[config.mk]
export PLATFORM = sky130hd
export DESIGN_NAME = keypad_code_entry
export DESIGN_NICKNAME = d
export VERILOG_FILES = /design/src/rtl/keypad_code_entry.sv
export SDC_FILE = /design/constraint.sdc
export NUM_CORES = 1
export LEC_CHECK = 0
export CORE_UTILIZATION = 28
export DETAILED_ROUTE_END_ITERATION = 10
export PLACE_DENSITY = 0.43
export SLEW_MARGIN = 20
export SYNTH_ARGS = -nofsm -noshare
export SYNTH_HDL_FRONTEND = slang
export SYNTH_SLANG_ARGS = --single-unit
[constraint.sdc]
create_clock -name i_Clk -period 2.39 [get_ports i_Clk]
set_clock_uncertainty 0.05 [all_clocks]
set_input_delay 0.478 -clock i_Clk [delete_from_list [all_inputs] [get_ports i_Clk]]
set_output_delay 0.478 -clock i_Clk [all_outputs]
set_load 0.005 [all_outputs]
[src/rtl/keypad_code_entry.sv]
// Keypad PIN entry: synchronise and debounce decoded keys, assemble a 4-digit code, grant/deny, lockout after repeated failures.
// Latency: strobe DEBOUNCE_CYCLES+2 edges after a stable press; digit buffer one cycle later; grant/deny two cycles after ENTER strobe.
// Backpressure: none; inputs are level-sampled, keys arriving during CHECK or LOCKOUT are dropped, never queued.
module keypad_code_entry #(
    parameter int          DEBOUNCE_CYCLES = 250000,
    parameter logic [15:0] CODE            = 16'h1234,
    parameter int          MAX_FAILS       = 3,
    parameter int          LOCKOUT_CYCLES  = 50000000
) (
    input  logic        i_Clk,
    input  logic        i_Rst_n,
    input  logic [3:0]  i_Key,
    input  logic        i_Key_Valid,
    output logic        o_Key_Strobe,
    output logic [15:0] o_Digits,
    output logic [2:0]  o_Count,
    output logic        o_Granted,
    output logic        o_Denied,
    output logic        o_Locked
);

    localparam int DB_W = $clog2(DEBOUNCE_CYCLES + 1);
    localparam int LK_W = $clog2(LOCKOUT_CYCLES + 1);

    localparam logic [DB_W-1:0] DB_LIMIT   = DB_W'(DEBOUNCE_CYCLES);
    localparam logic [LK_W-1:0] LK_LAST    = LK_W'(LOCKOUT_CYCLES - 1);
    localparam logic [2:0]      FAIL_LIMIT = 3'(MAX_FAILS);

    localparam logic [3:0] KEY_ENTER = 4'hA;
    localparam logic [3:0] KEY_CLEAR = 4'hC;

    // ------------------------------------------------------------------
    // Two-flop synchronisers for the asynchronous keypad inputs
    // ------------------------------------------------------------------
    logic [3:0] key_s1;
    logic [3:0] key_s2;
    logic       vld_s1;
    logic       vld_s2;
    logic [3:0] key_prev;

    // Double-register key and valid, and keep last synced key for the stability compare
    always_ff @(posedge i_Clk or negedge i_Rst_n) begin
        if (!i_Rst_n) begin
            key_s1   <= 4'h0;
            key_s2   <= 4'h0;
            vld_s1   <= 1'b0;
            vld_s2   <= 1'b0;
            key_prev <= 4'h0;
        end else begin
            key_s1   <= i_Key;
            key_s2   <= key_s1;
            vld_s1   <= i_Key_Valid;
            vld_s2   <= vld_s1;
            key_prev <= key_s2;
        end
    end

    // ------------------------------------------------------------------
    // Debouncer: one strobe per physical keystroke
    // ------------------------------------------------------------------
    typedef enum logic {
        DB_RELEASED = 1'b0,
        DB_PRESSED  = 1'b1
    } db_state_t;

    db_state_t       db_state;
    db_state_t       db_state_nxt;
    logic [DB_W-1:0] db_cnt;
    logic [DB_W-1:0] db_cnt_nxt;
    logic [DB_W-1:0] db_cnt_inc;
    logic [3:0]      key_latched;
    logic [3:0]      key_latched_nxt;
    logic            strobe_nxt;

    // Saturating increment; the state machine leaves each state as soon as the limit is seen
    assign db_cnt_inc = (db_cnt == DB_LIMIT) ? db_cnt : db_cnt + DB_W'(1);

    // Debouncer state, stable-sample counter, latched key and strobe
    always_ff @(posedge i_Clk or negedge i_Rst_n) begin
        if (!i_Rst_n) begin
            db_state     <= DB_RELEASED;
            db_cnt       <= '0;
            key_latched  <= 4'h0;
            o_Key_Strobe <= 1'b0;
        end else begin
            db_state     <= db_state_nxt;
            db_cnt       <= db_cnt_nxt;
            key_latched  <= key_latched_nxt;
            o_Key_Strobe <= strobe_nxt;
        end
    end

    // Press needs DEBOUNCE_CYCLES samples of valid with an unchanging key;
    // release needs the same number of samples of valid low. A key change
    // while held is invisible because PRESSED only watches valid.
    always_comb begin
        db_state_nxt    = db_state;
        db_cnt_nxt      = db_cnt;
        key_latched_nxt = key_latched;
        strobe_nxt      = 1'b0;
        case (db_state)
            DB_RELEASED: begin
                if (db_cnt == DB_LIMIT) begin
                    strobe_nxt      = 1'b1;
                    key_latched_nxt = key_prev;
                    db_state_nxt    = DB_PRESSED;
                    db_cnt_nxt      = '0;
                end else if (vld_s2 && (key_s2 == key_prev)) begin
                    db_cnt_nxt = db_cnt_inc;
                end else if (vld_s2) begin
                    db_cnt_nxt = DB_W'(1);
                end else begin
                    db_cnt_nxt = '0;
                end
            end
            DB_PRESSED: begin
                if (db_cnt == DB_LIMIT) begin
                    db_state_nxt = DB_RELEASED;
                    db_cnt_nxt   = '0;
                end else if (!vld_s2) begin
                    db_cnt_nxt = db_cnt_inc;
                end else begin
                    db_cnt_nxt = '0;
                end
            end
            default: begin
                db_state_nxt = DB_RELEASED;
                db_cnt_nxt   = '0;
            end
        endcase
    end

    // ------------------------------------------------------------------
    // Code entry FSM
    // ------------------------------------------------------------------
    typedef enum logic [1:0] {
        ST_IDLE    = 2'd0,
        ST_ENTRY   = 2'd1,
        ST_CHECK   = 2'd2,
        ST_LOCKOUT = 2'd3
    } st_t;

    st_t             state;
    st_t             state_nxt;
    logic [15:0]     digits_nxt;
    logic [2:0]      count_nxt;
    logic [2:0]      fails;
    logic [2:0]      fails_nxt;
    logic [2:0]      fails_inc;
    logic [LK_W-1:0] lk_timer;
    logic [LK_W-1:0] lk_timer_nxt;
    logic            granted_nxt;
    logic            denied_nxt;
    logic            locked_nxt;
    logic            key_is_digit;
    logic            key_is_enter;
    logic            key_is_clear;

    assign key_is_digit = (key_latched <= 4'd9);
    assign key_is_enter = (key_latched == KEY_ENTER);
    assign key_is_clear = (key_latched == KEY_CLEAR);
    assign fails_inc    = fails + 3'd1;

    // Entry state, digit buffer, failure count, lockout timer and result pulses
    always_ff @(posedge i_Clk or negedge i_Rst_n) begin
        if (!i_Rst_n) begin
            state     <= ST_IDLE;
            o_Digits  <= 16'h0000;
            o_Count   <= 3'd0;
            fails     <= 3'd0;
            lk_timer  <= '0;
            o_Granted <= 1'b0;
            o_Denied  <= 1'b0;
            o_Locked  <= 1'b0;
        end else begin
            state     <= state_nxt;
            o_Digits  <= digits_nxt;
            o_Count   <= count_nxt;
            fails     <= fails_nxt;
            lk_timer  <= lk_timer_nxt;
            o_Granted <= granted_nxt;
            o_Denied  <= denied_nxt;
            o_Locked  <= locked_nxt;
        end
    end

    // Key handling, one-cycle compare, and lockout countdown
    always_comb begin
        state_nxt    = state;
        digits_nxt   = o_Digits;
        count_nxt    = o_Count;
        fails_nxt    = fails;
        lk_timer_nxt = lk_timer;
        granted_nxt  = 1'b0;
        denied_nxt   = 1'b0;
        locked_nxt   = o_Locked;
        case (state)
            ST_IDLE, ST_ENTRY: begin
                if (o_Key_Strobe) begin
                    if (key_is_digit) begin
                        // A fifth digit is dropped so the buffer holds the first four typed
                        if (o_Count < 3'd4) begin
                            digits_nxt = {o_Digits[11:0], key_latched};
                            count_nxt  = o_Count + 3'd1;
                            state_nxt  = ST_ENTRY;
                        end
                    end else if (key_is_clear) begin
                        digits_nxt = 16'h0000;
                        count_nxt  = 3'd0;
                        state_nxt  = ST_IDLE;
                    end else if (key_is_enter && (o_Count == 3'd4)) begin
                        state_nxt = ST_CHECK;
                    end
                end
            end
            ST_CHECK: begin
                // Strobes are not examined here; CHECK lasts one cycle
                digits_nxt = 16'h0000;
                count_nxt  = 3'd0;
                if (o_Digits == CODE) begin
                    granted_nxt = 1'b1;
                    fails_nxt   = 3'd0;
                    state_nxt   = ST_IDLE;
                end else begin
                    denied_nxt = 1'b1;
                    fails_nxt  = fails_inc;
                    if (fails_inc == FAIL_LIMIT) begin
                        locked_nxt   = 1'b1;
                        lk_timer_nxt = '0;
                        state_nxt    = ST_LOCKOUT;
                    end else begin
                        state_nxt = ST_IDLE;
                    end
                end
            end
            ST_LOCKOUT: begin
                // Locked rose with the deny pulse; clearing on timer==LOCKOUT_CYCLES-1 gives exactly LOCKOUT_CYCLES high cycles
                if (lk_timer == LK_LAST) begin
                    locked_nxt = 1'b0;
                    fails_nxt  = 3'd0;
                    state_nxt  = ST_IDLE;
                end else begin
                    lk_timer_nxt = lk_timer + LK_W'(1);
                end
            end
            default: begin
                state_nxt = ST_IDLE;
            end
        endcase
    end

endmodule

# Yosys cells after proc, flatten, opt, wreduce, memory -nomap -nowiden
# Cells that the tools add are included.
# word_totals
ff_bits	91
input_bits	7
elab_cells	99
# op_classes
n_mux	44
magnitude_cmp	2
add_sub_neg	4
bitwise_logic	1
reduce_logical	12
eq_ne	19
# op_table
operator	count
26-bit two-way mux	3
18-bit two-way mux	4
16-bit two-way mux	4
26-bit one-hot mux with 2 select lines	1
18-bit one-hot mux with 2 select lines	1
16-bit one-hot mux with 2 select lines	1
26-bit by 1-bit adder with 26-bit output, second input constant	1
26-bit == test, second input constant	1
18-bit by 1-bit adder with 18-bit output, second input constant	1
18-bit == test, second input constant	1
3-bit two-way mux	6
16-bit by 13-bit == test with 1-bit output, second input constant	1
2-bit two-way mux	8
4-bit AND reduction	4
3-bit one-hot mux with 2 select lines	2
1-bit two-way mux	11
2-bit != test, second input constant	5
4-bit == test, second input constant	2
3-bit by 1-bit adder with 3-bit output, second input constant	2
3-bit != test, second input constant	2
2-bit one-hot mux with 3 select lines	1
2-bit == test, second input constant	2
4-bit == test	1
4-bit less-or-equal comparator, second input constant	1
other kinds (12)	16

# Depth between registers and ports, before layout
# logic_depth
ltp_word	7
depth_mapped	8
mapped_depth_nobuf	6

# Worst setup path after synthesis
# OpenSTA, ideal clock, no wires.
# synth_path
kind	register to register
start	reg lk_timer[0]
end	reg lk_timer[0]
t_arrival_ps	1926
setup_ps	118
required_time_ps	2222
synth_period_minus_slack_ps	2094
setup_slack_ps	296
path_stages_with_launch	9
cell_sequence	dfrtp_1 > ha_1 > nand3_2 > or4_4 > o21ai_4 > buf_6 > buf_8 > nor2_1 > a21o_1
# synth_via
elab_chain_cells	3
word_cells_on_any_way	6
# synth_lines
element	line	text
start: declaration	150	logic [LK_W-1:0] lk_timer;
start signal: assignment	180	lk_timer <= lk_timer_nxt;
26-bit by 1-bit adder with 26-bit output / 26-bit == test (equally long branches)	243, 238	
26-bit two-way mux / 2-bit != test (equally long branches)	--	
26-bit one-hot mux with 2 select lines / 4-bit AND reduction (equally long branches)	--	
# Parallel ways exist; a longest one is shown, timed or not. The select of a mux whose other input is x is not followed.
# A chain may end at the register's enable or synchronous reset.

# Worst setup path after layout
# layout_path
start	reg lk_timer[0]
end	reg lk_timer[13]
# Same word-level chain as after synthesis.

==> flow_metrics.tcl <==
set metrics [dict create \
    status "complete, but fails checks" \
    failed_checks "design-rule violations" \
    cp_slowest_cell "or4_1" \
    drtPass1Iterations 7 \
    numPortBuffers 29 \
    async_reset_ff_frac 1.000 \
    synth_top_area_share 0.5328 \
    critPathArrivalTime_ps 2440 \
    worst_r2r_path_depth 7 \
    tightestPinTransition_ps 484.4 \
    numCtsBuffers 9 \
    synth_area_leader_cell "dfrtp_1" \
    hold_class "reg2reg" \
    synth.most_common_cell "dfrtp_1" \
    vias 3041 \
    htree_levels 3 \
    start_util 0.2908 \
    netlist_instances 386 \
    hp-start "key_s1[2]" \
    hold_path_depth 0 \
    cts_num_sinks 91 \
    cp_cell_sequence "ha_1, and3_1, nand2_1, or4_1, a21oi_4, buf_4, a22o_1" \
    drtIter0Drc 135 \
    required_ps 2630 \
    power_density_nw_per_um2 597.2 \
    root_buffer "clkbuf_16" \
    cts_resized 0 \
    antenna_found_initial 0 \
    worstPathMaxFanout 6 \
    grt_start_max_net_pins 33 \
    layout.nets 447 \
    period_needed_ps 2200 \
    power_mw 3.110 \
    die_h_microns 125.6 \
    hold-path-endpoint "key_s2[2]" \
    ff2ff_setup_slack_ps 190 \
    hold_violations 0 \
    final-max-slew-violation-count 0 \
    rsz0062_at_grt "no" \
    slew_headroom 0.6746 \
    die-area_sq_um 15760 \
    setup_violations 0 \
    ys_seq_area_frac 0.5328 \
    core_area_sq_um 14700 \
    grt_pass1_wl_mm 15.84 \
    synth_seq_cells 91 \
    setup_tns_ps 0 \
    fin_crit_sh 0.9206 \
    yosysUniqueCellTypes 53 \
    viasPerCell 4.897 \
    critPathCaptureType "register" \
    synth-edff-count 0 \
    path_buf_inv 1 \
    vdd_drop_max_mv 0.4027 \
    clk_pin_slew_ps 80 \
    drc 1 \
    dpl.hpwl_mm 6.368 \
    regToRegStartpoint "lk_timer[0]" \
    crit_family "simple AND/OR/NAND/NOR gates" \
    synth-main-ff-cell "dfrtp_1" \
    n_antenna_cell 0 \
    syn2layout_area_growth_pct 21.84 \
    synth.avg_cell_area_sq_um 11.07 \
    synthTopCellsByCount "dfrtp_1, a22o_1, nor2_1" \
    yosys-top-cells-area "dfrtp_1, a22o_1, xnor2_1" \
    netlist_area_sq_um 4274 \
    final_cells 621 \
    die_w_microns 125.6 \
    grt_pass1_vias 2970 \
    antenna_left 0 \
    max_freq_mhz 454.5 \
    io-pin-count 30 \
    track_usage 0.1290 \
    cts_tree "done" \
    critical-path-max-stage-delay_ps 600 \
    gp_congestion 0.7513 \
    synth_fp_nets 401 \
    clock_latency_ps 350 \
    max-cap-violations 0 \
    ys_warn_count 0 \
    nFillCells 1479 \
    critPathKind "reg2reg" \
    wl_mm 9.402 \
    routedWlPerCell_microns 15.14 \
    p_leak_nw 2.175 \
    overflow 0 \
    fin_util 0.3543 \
    critPathLaunchType "register" \
    std_cell_rows 44 \
    clk_path_buf_depth 2 \
    drive_gt1_frac 0.1304 \
    place_inst 604 \
    rr_endpoint "lk_timer[13]" \
]
## repair_timing
item,4_1_cts,5_1_grt
setup endpoints to repair,0,0
hold endpoints to repair,7,0
hold buffers,1,0
setup buffers,0,0
## worst max-delay path by stage
stage	start	endpoint	slack [ps]	depth (start not counted)
2_1_floorplan	lk_timer[0]	lk_timer[0]	300	8
6_report	lk_timer[0]	lk_timer[13]	190	7
4_1_cts	lk_timer[0]	lk_timer[13]	160	7
5_1_grt	lk_timer[0]	lk_timer[13]	40	7
3_3_place_gp	lk_timer[0]	lk_timer[14]	240	7
3_5_place_dp	lk_timer[0]	lk_timer[13]	190	7
## area by class of cell
type                    count  area, sq um  area share
repair buffers             49        478.0     0.09178
clock buffers               9        225.2     0.04325
flip-flops and latches     91         2277      0.4373
multi-input cells         264         1849      0.3551
well taps                 184        230.2     0.04421
clock inverters             7        83.83     0.01610
inverters                  17        63.81     0.01225
## cells in the final DEF (no fill, tap or decap), drive strengths merged, types with 8 or more instances in the layout
| cell type | Yosys | layout |
|---|---|---|
| ha | 8 | 8 |
| a22o | 29 | 29 |
| a21oi | 16 | 16 |
| nor2 | 29 | 29 |
| dfrtp | 91 | 91 |
| o31ai | 10 | 10 |
| xor2 | 11 | 11 |
| xnor2 | 22 | 22 |
| nand2 | 24 | 24 |
| nand4 | 9 | 9 |
| buf | 7 | 20 |
| o21ai | 8 | 8 |
| inv | 16 | 21 |
| clkdlybuf4s50 | 0 | 28 |
| clkbuf | 7 | 9 |
| nand3 | 26 | 26 |
| nor4 | 8 | 8 |
| or4 | 12 | 12 |
## where the power goes
part / total (mW) / switching (mW) / internal [mW] / leakage [nW]
Combinational: 0.0657 / 0.0419 / 0.0238 / 0.787
Sequential: 1.56 / 0.00845 / 1.55 / 1.24
Clock: 1.48 / 0.730 / 0.754 / 0.152
## through the flow
| step | hold WS, ps | instance area (sq um) | setup WS [ps] |
|---|---|---|---|
| 2_1_floorplan | 132.4 | 4274 | 296.3 |
| 3_3_place_gp | 281.8 | 4888 | 237.5 |
| 3_5_place_dp | 284.7 | 4888 | 195.0 |
| 4_1_cts | 303.3 | 5207 | 160.7 |
| 5_1_grt | 313.7 | 5207 | 41.79 |
| 6_report | 302.5 | 5207 | 189.7 |
## logic make-up after synthesis
logic type                 share of synthesized area
AOI/OAI and AO/OA                             0.1420
xor gates and xnor gates                     0.06762
adders and majority gates                    0.02342
buffers and inverters                        0.03454
DFF                                           0.5328
muxes                                        0.01317
and+or+nand+nor                               0.1865
## per-layer routing
layer,part of all wire,global-route usage,up-vias
li1,-,-,1500
met1,0.51,0.1834,1491
met2,0.44,0.1856,42
met3,0.038,0.03937,8
met4,0.012,0.04089,0
met5,0,0,-
## state kept, by name, indices dropped and copies added (netlist names)
signal	count
db_cnt	18
db_state	1
fails	3
key_latched	4
key_prev	4
key_s1	4
key_s2	4
lk_timer	26
o_Count	3
o_Denied	1
o_Digits	16
o_Granted	1
o_Key_Strobe	1
o_Locked	1
state	2
vld_s1	1
vld_s2	1
Power figures use the tool's default switching activity.
